File: config.mk
export PLATFORM = sky130hd
export DESIGN_NAME = router_reg
export DESIGN_NICKNAME = d
export VERILOG_FILES = /design/src/rtl/router_reg.sv
export SDC_FILE = /design/constraint.sdc
export NUM_CORES = 1
export LEC_CHECK = 0
export CELL_PAD_IN_SITES_DETAIL_PLACEMENT = 0
export CELL_PAD_IN_SITES_GLOBAL_PLACEMENT = 1
export CORE_MARGIN = 3
export CORE_UTILIZATION = 43
export CTS_CLUSTER_SIZE = 28
export DETAILED_ROUTE_END_ITERATION = 7
export GPL_TIMING_DRIVEN = 0
export HOLD_SLACK_MARGIN = 0.02
export PLACE_DENSITY = 0.77
export SYNTH_ARGS = -nofsm -noshare
export SYNTH_HDL_FRONTEND = slang
export SYNTH_SLANG_ARGS = --single-unit
File: constraint.sdc
create_clock -name clock -period 1.5 [get_ports clock]
set_input_delay 0.375 -clock clock [delete_from_list [all_inputs] [get_ports clock]]
set_output_delay 0.375 -clock clock [all_outputs]
set_load 0.02 [all_outputs]
File: src/rtl/router_reg.sv
// router_reg: datapath register stage of the 1x3 router.
// It latches the packet header and forwards header and payload bytes to the
// FIFO write bus. It parks a byte across a FIFO-full stall and keeps a running
// XOR parity, which it compares against the received parity byte.
module router_reg #(
  parameter int DATA_WIDTH = 8
) (
  input  logic                  clock,
  input  logic                  reset,
  input  logic                  pkt_valid,
  input  logic [DATA_WIDTH-1:0] data_in,
  input  logic                  fifo_full,
  input  logic                  detect_add,
  input  logic                  lfd_state,
  input  logic                  ld_state,
  input  logic                  laf_state,
  input  logic                  full_state,
  input  logic                  rst_int_reg,
  output logic [DATA_WIDTH-1:0] dout,
  output logic                  parity_done,
  output logic                  low_pkt_valid,
  output logic                  err
);

  logic [DATA_WIDTH-1:0] header_q, header_d;
  logic [DATA_WIDTH-1:0] hold_q, hold_d;
  logic [DATA_WIDTH-1:0] int_parity_q, int_parity_d;
  logic [DATA_WIDTH-1:0] pkt_parity_q, pkt_parity_d;
  logic [DATA_WIDTH-1:0] dout_q, dout_d;
  logic                  parity_done_q, parity_done_d;
  logic                  low_pkt_valid_q, low_pkt_valid_d;
  logic                  err_q, err_d;

  // Next-state for header, forwarded byte and stall holding register.
  always_comb begin
    header_d = header_q;
    hold_d   = hold_q;
    dout_d   = dout_q;

    // Address 3 does not exist on a 1x3 router, so that header is never captured.
    if (detect_add && pkt_valid && (data_in[1:0] != 2'b11)) begin
      header_d = data_in;
    end

    if (lfd_state) begin
      dout_d = header_q;
    end else if (ld_state && !fifo_full) begin
      dout_d = data_in;
    end else if (laf_state) begin
      dout_d = hold_q;
    end

    // The byte offered while the FIFO is full is parked and replayed in LOAD_AFTER_FULL.
    if (ld_state && fifo_full) begin
      hold_d = data_in;
    end
  end

  // Next-state for parity tracking and the status flags returned to the FSM.
  always_comb begin
    int_parity_d    = int_parity_q;
    pkt_parity_d    = pkt_parity_q;
    low_pkt_valid_d = low_pkt_valid_q;
    parity_done_d   = parity_done_q;
    err_d           = err_q;

    // Data bytes are folded in when they are offered in LD, even if the FIFO is full.
    // The replay from hold_reg is therefore not counted a second time.
    if (detect_add) begin
      int_parity_d = '0;
    end else if (lfd_state) begin
      int_parity_d = int_parity_q ^ header_q;
    end else if (ld_state && pkt_valid) begin
      int_parity_d = int_parity_q ^ data_in;
    end else if (full_state) begin
      int_parity_d = int_parity_q;
    end

    if (ld_state && !pkt_valid) begin
      pkt_parity_d = data_in;
    end

    if (ld_state && !pkt_valid) begin
      low_pkt_valid_d = 1'b1;
    end else if (rst_int_reg) begin
      low_pkt_valid_d = 1'b0;
    end

    // If the parity byte met a full FIFO, it is taken on the LAF replay instead.
    if ((ld_state && !fifo_full && !pkt_valid) ||
        (laf_state && low_pkt_valid_q && !parity_done_q)) begin
      parity_done_d = 1'b1;
    end else if (detect_add) begin
      parity_done_d = 1'b0;
    end

    if (detect_add) begin
      err_d = 1'b0;
    end else if (parity_done_q) begin
      err_d = (int_parity_q != pkt_parity_q);
    end
  end

  // State registers; reset discards any packet in flight.
  always_ff @(posedge clock or posedge reset) begin
    if (reset) begin
      header_q        <= '0;
      hold_q          <= '0;
      int_parity_q    <= '0;
      pkt_parity_q    <= '0;
      dout_q          <= '0;
      parity_done_q   <= 1'b0;
      low_pkt_valid_q <= 1'b0;
      err_q           <= 1'b0;
    end else begin
      header_q        <= header_d;
      hold_q          <= hold_d;
      int_parity_q    <= int_parity_d;
      pkt_parity_q    <= pkt_parity_d;
      dout_q          <= dout_d;
      parity_done_q   <= parity_done_d;
      low_pkt_valid_q <= low_pkt_valid_d;
      err_q           <= err_d;
    end
  end

  assign dout          = dout_q;
  assign parity_done   = parity_done_q;
  assign low_pkt_valid = low_pkt_valid_q;
  assign err           = err_q;

endmodule

==> results of run 1 <==
[final cells by class]
type	instances	area, um^2	share of cell area [%]
inverters	10	37.54	1.476
flip-flops and latches	43	1076	42.32
multi-input cells	115	968.4	38.09
well taps	52	65.06	2.559
repair buffers	25	235.2	9.252
clock buffers	8	100.1	3.937
plain buffers	9	60.06	2.362
[synthesized netlist by cell type, types with 2 or more instances]
| cell type | instances | area share (%) |
|---|---|---|
| nor3_2 | 4 | 1.9 |
| xnor2_1 | 8 | 3.4 |
| and3b_1 | 8 | 3.4 |
| nor2_1 | 5 | 0.90 |
| nor3_1 | 4 | 0.96 |
| nor3b_1 | 8 | 2.9 |
| clkbuf_1 | 5 | 0.90 |
| nand4b_1 | 8 | 3.4 |
| a21boi_1 | 4 | 1.4 |
| inv_1 | 10 | 1.8 |
| o22a_1 | 2 | 0.84 |
| mux2_1 | 21 | 11 |
| a21o_1 | 2 | 0.72 |
| a21boi_0 | 4 | 1.4 |
| a2bb2oi_1 | 8 | 3.4 |
| buf_2 | 4 | 0.96 |
| nand2b_1 | 2 | 0.60 |
| dfrtp_1 | 43 | 52 |
| a311o_1 | 8 | 3.8 |
| o21ai_0 | 2 | 0.48 |
| nand2_1 | 11 | 2.0 |
[critical path, cell delays in order]
cell and delay (ns):
clkdlybuf4s50_1 0.43, nand2b_1 0.15, buf_4 0.18, a311o_1 0.36, a2bb2oi_1 0.17
[routing by layer]
metal  global-route usage [%]  vias up  share of wire [%]
li1                         -      708                  -
met1                    27.24      810                 47
met2                    30.78       34                 48
met3                    4.749        6                4.1
met4                    4.272        0               0.90
met5                        0        -                  0
[per-stage QoR]
step / std cells / hold WS, ns
2_1_floorplan: 177 / 0.4599
3_3_place_gp: 254 / 0.4731
3_5_place_dp: 254 / 0.4808
4_1_cts: 262 / 0.4986
5_1_grt: 262 / 0.5161
6_report: 262 / 0.4972
[power groups by stage]
stage / clock network, uW / registers (uW) / logic, uW
floorplan: 0 / 1500 / 369
global placement: 0 / 1450 / 647
detailed placement: 0 / 1460 / 667
CTS: 815 / 1440 / 643
global route: 875 / 1460 / 717
finish: 804 / 1440 / 653
[cells by family (layout without fill, tap and decap cells)]
| family | count (synthesis) | after routing | synth area share, % |
|---|---|---|---|
| muxes | 22 | 22 | 11.87 |
| DFF | 43 | 43 | 51.56 |
| xor gates and xnor gates | 8 | 8 | 3.357 |
| and+or+nand+nor | 53 | 53 | 16.79 |
| buffers and inverters | 19 | 52 | 3.657 |
| AOI/OAI and AO/OA | 32 | 32 | 12.77 |
[sequential cells by signal, summed over array words and instances, names as in the netlist]
name / flops
dout: 8
header_q: 8
hold_q: 8
int_parity_q: 8
pkt_parity_q: 8
err: 1
low_pkt_valid: 1
parity_done: 1
[timing repair]
action / in CTS / in global routing
cloned: 0 / 0
setup endpoints to repair: 51 / 21
resized for setup: 23 / 9
hold endpoints to repair: 0 / 0
pin swaps: 1 / 0
[worst max-delay path by stage]
stage | from | endpoint | slack (ns) | depth (start not counted)
detailed placement | lfd_state | dout[0]$_DFFE_PP0P_ | -0.65 | 5
global placement | reset | header_q[7]$_DFFE_PP0P_ | -0.71 | 2
CTS | fifo_full | dout[7]$_DFFE_PP0P_ | 0.02 | 5
global route | fifo_full | dout[7]$_DFFE_PP0P_ | -0.006 | 5
floorplan | reset | dout[0]$_DFFE_PP0P_ | 0.12 | 1
finish | fifo_full | dout[0]$_DFFE_PP0P_ | 0.05 | 5
==> impl_metrics.json, run 1 <==
{
  "outcome": "finished clean",
  "chipHeight_um": 75.67,
  "synth_area_per_cell_um2": 11.79,
  "finalClockSkew_ns": 0.007556,
  "powerDensity_nw_per_um2": 1140,
  "via_count": 1558,
  "design.core.area_um2": 4504,
  "io_buffers": 25,
  "synth_seq_cells": 43,
  "yosys_warnings": 0,
  "p_comb_share_pct": 22.5,
  "synth-edff-count": 0,
  "leakagePower_uw": 0.001083,
  "synthCells": 177,
  "cts_root_buf": "clkbuf_8",
  "path_max_fanout": 9,
  "slew_violations": 0,
  "switchingPower_uw": 825.3,
  "cts_sinks": 43,
  "htree_levels": 2,
  "syn_to_final_growth_pct": 21.82,
  "die_w_um": 75.67,
  "dr.first_iter.drc_count": 107,
  "pre_cts_slack_ns": -0.6492,
  "routed_wl_mm": 5.098,
  "drc_errors": 0,
  "crit_type": "in -> reg",
  "seqPwrFrac_pct": 49.7,
  "switching_share_pct": 28.48,
  "fin_crit_ns": 1.454,
  "grt_pass1_wl_mm": 8.142,
  "grt_pass1_vias": 1586,
  "wl_per_cell_um": 19.46,
  "postRouteAntennaNets": 0,
  "layout_common_cells": "43 x dfrtp_1, 21 x mux2_1, 12 x clkdlybuf4s50_1, 12 x dlygate4sd2_1, 10 x nand2_1",
  "fmax_mhz": 687.7,
  "grt_use_total_pct": 19.44,
  "nets": 227,
  "clk_path_buf_depth": 2,
  "drv_cap": 0,
  "final_core_util_pct": 56.44,
  "reg2reg_slack_ns": 0.28,
  "die_area_um2": 5725,
  "num_antenna_cells": 0,
  "hpwlAfterDp_mm": 3.412,
  "setup_slack_ns": 0.04595,
  "gr-total-overflow": 0,
  "setup_violations": 0,
  "synth_nets": 195,
  "reg2regPathDepth": 3,
  "path_clk_slew_ns": 0.08,
  "arrival_ns": 1.67,
  "nFillCells": 388,
  "numCtsBuffers": 5,
  "ys_seq_area_share_pct": 51.56,
  "vdd_ir_drop_max_mv": 0.6743,
  "synth_ff_type": "dfrtp_1",
  "crit_path_end_kind": "register",
  "final_cell_area_um2": 2542,
  "clkLatencyLatePin_ns": 0.29,
  "pin_count": 29,
  "drt-vias-per-instance": 5.947,
  "cts_tree": "built",
  "start_util_pct": 46.33,
  "hold_path_end": "header_q[6]$_DFFE_PP0P_",
  "r2r_start": "int_parity_q[6]$_DFFE_PP0P_",
  "cp.required_ns": 1.71,
  "syn_area_um2": 2087,
  "worstMarginPinSlew_ns": 0.8922,
  "rows": 24,
  "clock_power_share_pct": 27.8,
  "netlist-cell-type-count": 27,
  "antenna_found_initial": 0,
  "place_area_um2": 2402,
  "post-route-period-util_pct": 96.94,
  "final_common_cell": "dfrtp_1",
  "finalHoldViolations": 0,
  "maxSlewHeadroom_pct": 40.43,
  "finalPower_uw": 2898,
  "cts_setup_buffers": 0,
  "grt_max_degree": 44,
  "holdPathStages": 1,
  "drive_gt1_share_pct": 12.86,
  "gp_congestion": 0.7767,
  "async_reset_ff_share_pct": 100.0,
  "p_int_uw": 2073,
  "firstDrtPassIters": 4,
  "rr_endpoint": "err$_DFFE_PP0P_",
  "hold_path.class": "reg -> reg",
  "setup_tns_ns": 0,
  "start_kind": "input port",
  "cts_hold_buf": 0,
  "hold_start": "header_q[6]$_DFFE_PP0P_"
}
Note: power is estimated with default switching activity, not from simulation.
==> inputs of run 2 (changes only) <==
--- a/config.mk
+++ b/config.mk
@@ -8,12 +8,12 @@
 export CELL_PAD_IN_SITES_DETAIL_PLACEMENT = 0
 export CELL_PAD_IN_SITES_GLOBAL_PLACEMENT = 1
 export CORE_MARGIN = 3
-export CORE_UTILIZATION = 43
+export CORE_UTILIZATION = 46
 export CTS_CLUSTER_SIZE = 28
 export DETAILED_ROUTE_END_ITERATION = 7
 export GPL_TIMING_DRIVEN = 0
 export HOLD_SLACK_MARGIN = 0.02
-export PLACE_DENSITY = 0.77
+export PLACE_DENSITY = 0.82
 export SYNTH_ARGS = -nofsm -noshare
 export SYNTH_HDL_FRONTEND = slang
 export SYNTH_SLANG_ARGS = --single-unit
==> constraint.sdc (replaced) <==
create_clock -name clock -period 1.7 [get_ports clock]
set_input_delay 0.425 -clock clock [delete_from_list [all_inputs] [get_ports clock]]
set_output_delay 0.425 -clock clock [all_outputs]
set_load 0.02 [all_outputs]
==> impl_metrics.json, run 2 (synthesis gave the netlist of run 1 again) <==
{
  "outcome": "finished clean",
  "post-route-period-util_pct": 96.75,
  "cpPeakStageDelay_ns": 0.62,
  "grt_pass1_vias": 1598,
  "via_count": 1543,
  "r2r_start": "int_parity_q[1]$_DFFE_PP0P_",
  "busiest_layer": "met2",
  "die_w_um": 73.36,
  "final_core_util_pct": 60.09,
  "startpoint": "lfd_state",
  "dp_cells": 252,
  "finalHoldViolations": 0,
  "htree_levels": 2,
  "path_max_fanout": 10,
  "worstPathCellList": "clkdlybuf4s50_1, clkbuf_2, nand2_1, and3b_1, nor3_1",
  "design.core.area_um2": 4173,
  "instances_no_fill": 259,
  "path_clk_slew_ns": 0.07,
  "cts_tree": "built",
  "cts_root_buf": "clkbuf_8",
  "rsz0062_at_grt": "false",
  "powerDensity_nw_per_um2": 1042,
  "use_met1_pct": 27.69,
  "rr_endpoint": "err$_DFFE_PP0P_",
  "cts_sinks": 43,
  "rows": 23,
  "clkLatencyLatePin_ns": 0.30,
  "cp.required_ns": 1.90,
  "postRouteAntennaNets": 0,
  "gp_congestion": 0.7629,
  "cp_top_family": "buffers and inverters",
  "num_antenna_cells": 0,
  "arrival_ns": 1.85,
  "fmax_mhz": 608.0,
  "cts_hold_buf": 0,
  "crit_buf_inv": 2,
  "wl_per_cell_um": 19.15,
  "chipHeight_um": 73.36,
  "pin_count": 29,
  "nets": 227,
  "slew_violations": 0,
  "start_kind": "input port",
  "layout_common_cells": "43 x dfrtp_1, 21 x mux2_1, 13 x clkdlybuf4s50_1",
  "hold_path.class": "reg -> reg",
  "grt_max_degree": 44,
  "numCtsBuffers": 5,
  "dr.first_iter.drc_count": 100,
  "maxSlewHeadroom_pct": 40.19,
  "drc_errors": 0,
  "antenna_found_initial": 0,
  "nFillCells": 363,
  "use_met3_pct": 5.335,
  "firstDrtPassIters": 4,
  "syn_to_final_growth_pct": 20.14,
  "reg2regPathDepth": 3,
  "cp_slowest_cell": "clkdlybuf4s50_1",
  "grt_pass1_wl_mm": 8.204,
  "critical_path_cell_count": 5,
  "start_util_pct": 50.02,
  "finalClockSkew_ns": 0.008193,
  "gr-total-overflow": 0,
  "worstMarginPinSlew_ns": 0.8959,
  "io_buffers": 25,
  "hpwlAfterDp_mm": 3.281,
  "final_common_cell": "dfrtp_1",
  "leakagePower_uw": 0.001093,
  "drt-vias-per-instance": 5.958,
  "reg2reg_slack_ns": 0.57,
  "fin_crit_ns": 1.645,
  "crit_type": "in -> reg",
  "met2_usage_pct": 32.97,
  "cp-endpoint": "int_parity_q[5]$_DFFE_PP0P_",
  "crit_path_end_kind": "register",
  "setup_violations": 0,
  "clk_path_buf_depth": 2,
  "vdd_ir_drop_max_mv": 0.8256,
  "die_area_um2": 5381,
  "drv_cap": 0,
  "routed_wl_mm": 4.960,
  "drive_gt1_share_pct": 10.05,
  "grt_use_total_pct": 20.56
}
run 2: worst register-to-register path, delay by kind of cell, from the launching register on:
family / cells / cell delay, ns
compound gates: 1 / 0.26
xor+xnor: 1 / 0.20
flops: 1 / 0.41
simple gates: 1 / 0.16
run 2: power by group:
part	switching, uW	leakage, uW	total, uW	internal, uW
clock network	350	0.0000513	781	431
registers	98.6	0.000519	1270	1170
logic	281	0.000523	558	277
run 2: worst min-delay path by stage:
stage / slack (ns) / to / startpoint / cells past startpoint
CTS: 0.50 / hold_q[5]$_DFFE_PP0P_ / hold_q[5]$_DFFE_PP0P_ / 1
global placement: 0.47 / hold_q[6]$_DFFE_PP0P_ / hold_q[6]$_DFFE_PP0P_ / 1
global route: 0.51 / hold_q[2]$_DFFE_PP0P_ / hold_q[2]$_DFFE_PP0P_ / 1
floorplan: 0.46 / header_q[0]$_DFFE_PP0P_ / header_q[0]$_DFFE_PP0P_ / 1
finish: 0.50 / hold_q[5]$_DFFE_PP0P_ / hold_q[5]$_DFFE_PP0P_ / 1
detailed placement: 0.48 / hold_q[5]$_DFFE_PP0P_ / hold_q[5]$_DFFE_PP0P_ / 1
run 2: stage by stage:
step                      setup TNS, ns  cell area [um^2]  hold slack, ns  setup WS, ns  power (uW)
after floorplan                       0              2087          0.4599        0.2723        1645
after global placement           -36.46              2400          0.4731       -0.5543        1847
after detailed placement         -13.70              2400          0.4816       -0.4685        1874
after CTS                             0              2500          0.4983      0.002150        2636
after global routing                  0              2507          0.5145       0.01062        2739
final                                 0              2507          0.4952       0.05531        2612
run 2: final cells by class:
| cell class | count | area (um^2) | share of cell area [%] |
|---|---|---|---|
| sequential | 43 | 1076 | 42.91 |
| tap | 50 | 62.56 | 2.495 |
| timing repair buffer | 25 | 246.5 | 9.830 |
| clock buffer | 6 | 72.57 | 2.894 |
| inverter | 10 | 37.54 | 1.497 |
| clock inverter | 1 | 30.03 | 1.198 |
| multi-input combinational | 115 | 937.1 | 37.38 |
| buffer | 9 | 45.04 | 1.796 |
run 2: per-layer routing:
metal  share of wire [%]  up-vias  wire (um)
met4                0.93        0         46
met5                   0        -          0
met3                 4.5        6        221
met2                  49       37       2418
li1                    -      707          -
met1                  46      793       2273
run 2: repair_timing:
action | CTS | global route
cloned | 0 | 0
resized for setup | 14 | 4
buffers inserted | 0 | 0
setup endpoints to repair | 32 | 4
==> RTL change, RTL diff (config.mk and constraints of run 1) <==
`DATA_WIDTH`: 8 -> 9.
--- a/src/rtl/router_reg.sv
+++ b/src/rtl/router_reg.sv
@@ -4,5 +4,5 @@
 // XOR parity, which it compares against the received parity byte.
 module router_reg #(
-  parameter int DATA_WIDTH = 8
+  parameter int DATA_WIDTH = 9
 ) (
   input  logic                  clock,
Interface: changed (resized data_in and dout); port bits go from 29 to 31. The function was not compared with the original's and may differ.
==> RTL change against run 1 <==
- utilization is 2.8 points lower
- sequential cell count is 5 higher
- wire length is 18% higher
- design area is 18% higher
- worst setup slack worse by 0.0099 ns
- critical endpoint is now pkt_parity_q[4]
- power is 17% higher
- largest power group unchanged
- synthesized area is 21% higher
- die area is 19% higher
==> RTL change: results (changes against run 1) <==
[run_status]
status=finished clean  ; unchanged

[min_path]
hold_path.class=reg2reg  ; unchanged

[layout]
n_fill_cell=510  ; was 388
diodes=0  ; unchanged
nets=252  ; was 227
drive_gt1_frac=0.2479  ; was 0.1286

[logic_synthesis]
yosysWarnings=0  ; unchanged
yosysUniqueCellTypes=28  ; was 27
ys_async_sr_fraction=1.000  ; unchanged
synth_nets=217  ; was 195
synth_area_leaders=dfrtp_1 48%, mux2_4 14%, and3b_1 6.2%  ; was dfrtp_1 52%, mux2_1 11%, a311o_1 3.8%
synth_common_cells=48 x dfrtp_1, 24 x mux2_4, 18 x and3b_1  ; was 43 x dfrtp_1, 21 x mux2_1, 11 x nand2_1
seq_area_frac_synth=0.4757  ; was 0.5156
synth_ff_type=dfrtp_1  ; unchanged

[worst_setup_path]
cpMaxStageDelayCell=clkdlybuf4s50_1  ; unchanged
cp_max_fo=10  ; was 9
cpLargestDelayFamily=buffers and inverters  ; unchanged
cpPeakStageDelay_ns=0.51  ; was 0.43 ns
reg2reg_setup_slack_ns=0.27

[global_routing]
grtUsageTotal=0.1942  ; was 0.1944
grt_pass1_vias=1729  ; was 1586
antenna_found_initial=0  ; unchanged
grt_first_pass_wirelength_mm=9.453  ; was 8.142 mm
grt_start_max_net_pins=49  ; was 44

[timing]
worst_hold_slack_ns=0.4968  ; was 0.4972 ns
tightest_slew_ns=1.057  ; was 0.8922 ns
skew_ns=0.008866  ; was 0.007556 ns

[pwr]
p_leak_nw=1.343  ; was 1.083 nW
peakVddDrop_uv=457.5  ; was 674.3 uV
power_density_mw_per_mm2=1128  ; was 1140 mW/mm2

[placement]
port_buffers=28  ; was 25
dpl.hpwl_mm=3.813  ; was 3.412 mm
gp_congestion=0.7075  ; was 0.7767
dpl_cell_area_mm2=0.002899  ; was 0.002402 mm2

[route]
drtPass1Iterations=4  ; unchanged
drtIter0Drc=99  ; was 107
via_per_inst=5.507  ; was 5.947
totalWireLength_mm=6.000  ; was 5.098 mm

[clock_network]
clk_latency_ns=0.31  ; was 0.29 ns
clk_path_buf_depth=2  ; unchanged
cts_setup_buffers=0  ; unchanged
numCtsBuffers=5  ; unchanged
cts_max_level=2  ; unchanged

-- RTL change: changes by cell type in the layout (fill, tap and decap cells not counted), moves of 8 or more --
| cell | before | now |
|---|---|---|
| inv_1 | 9 | 1 |
| o211ai_1 | 0 | 9 |
| nor3b_1 | 8 | 0 |
| a31oi_1 | 0 | 9 |
| a311o_1 | 8 | 0 |
| nand3_1 | 1 | 9 |
| mux2_4 | 0 | 24 |
| and3b_1 | 8 | 18 |
| mux2_1 | 21 | 1 |
-- RTL change: path summary, 6_finish.rpt --
| kind | startpoint | to | depth (start not counted) |
|---|---|---|---|
| hold reg to reg | header_q[1] | header_q[1] | 1 |
| max in group asynchronous | reset | pkt_parity_q[7] | 2 |
| setup reg to reg | int_parity_q[3] | err | 3 |
| setup / recovery | pkt_valid | pkt_parity_q[4] | 5 |
| min in group asynchronous | reset | pkt_parity_q[2] | 2 |
| hold / removal | header_q[1] | header_q[1] | 1 |
-- RTL change: power breakdown --
part	switching, mW	internal [mW]
combinational	0.381	0.441
clock	0.456	0.496
sequential	0.129	1.49
total	0.967	2.43
-- RTL change: per-stage QoR --
stage / util / setup WS, ns / total power, mW / TNS (ns) / std cells
3_5_place_dp: 0.5170 / -0.4220 / 2.507 / -19.81 / 298
3_3_place_gp: 0.5170 / -0.4092 / 2.487 / -19.08 / 298
6_report: 0.5364 / 0.03610 / 3.393 / 0 / 306
2_1_floorplan: - / 0.2618 / 2.201 / 0 / 198
5_1_grt: 0.5364 / 0.005591 / 3.565 / 0 / 306
4_1_cts: 0.5344 / 0.01805 / 3.422 / 0 / 306
-- RTL change: cell type report --
type | instances | share of cell area
Buffer | 13 | 0.04867
Inverter | 2 | 0.003744
Multi-Input combinational cell | 135 | 0.3948
Clock buffer | 6 | 0.02413
Sequential cell | 48 | 0.3993
Tap cell | 72 | 0.02995
Clock inverter | 2 | 0.01165
Timing Repair Buffer | 28 | 0.08777
-- RTL change: timing repair --
action | 4_1_cts | 5_1_grt
hold endpoints to repair | 0 | 0
endpoints found under the setup margin | 26 | 10
hold buffers | 0 | 0
gates resized for setup | 15 | 3
-- RTL change: cell families (layout without fill, tap and decap cells) --
group / after synthesis / count (layout) / share of synthesized area
buffers and inverters: 15 / 51 / 0.05500
xor gates and xnor gates: 9 / 9 / 0.03122
AOI/OAI and AO/OA: 35 / 35 / 0.09811
muxes: 25 / 25 / 0.1472
DFF: 48 / 48 / 0.4757
and+or+nand+nor: 66 / 66 / 0.1928
-- RTL change: metal layers --
metal,GRT usage,share of wire
met3,0.03905,0.030
met4,0.05392,0.014
met5,0,0
met1,0.2614,0.48
met2,0.3173,0.48
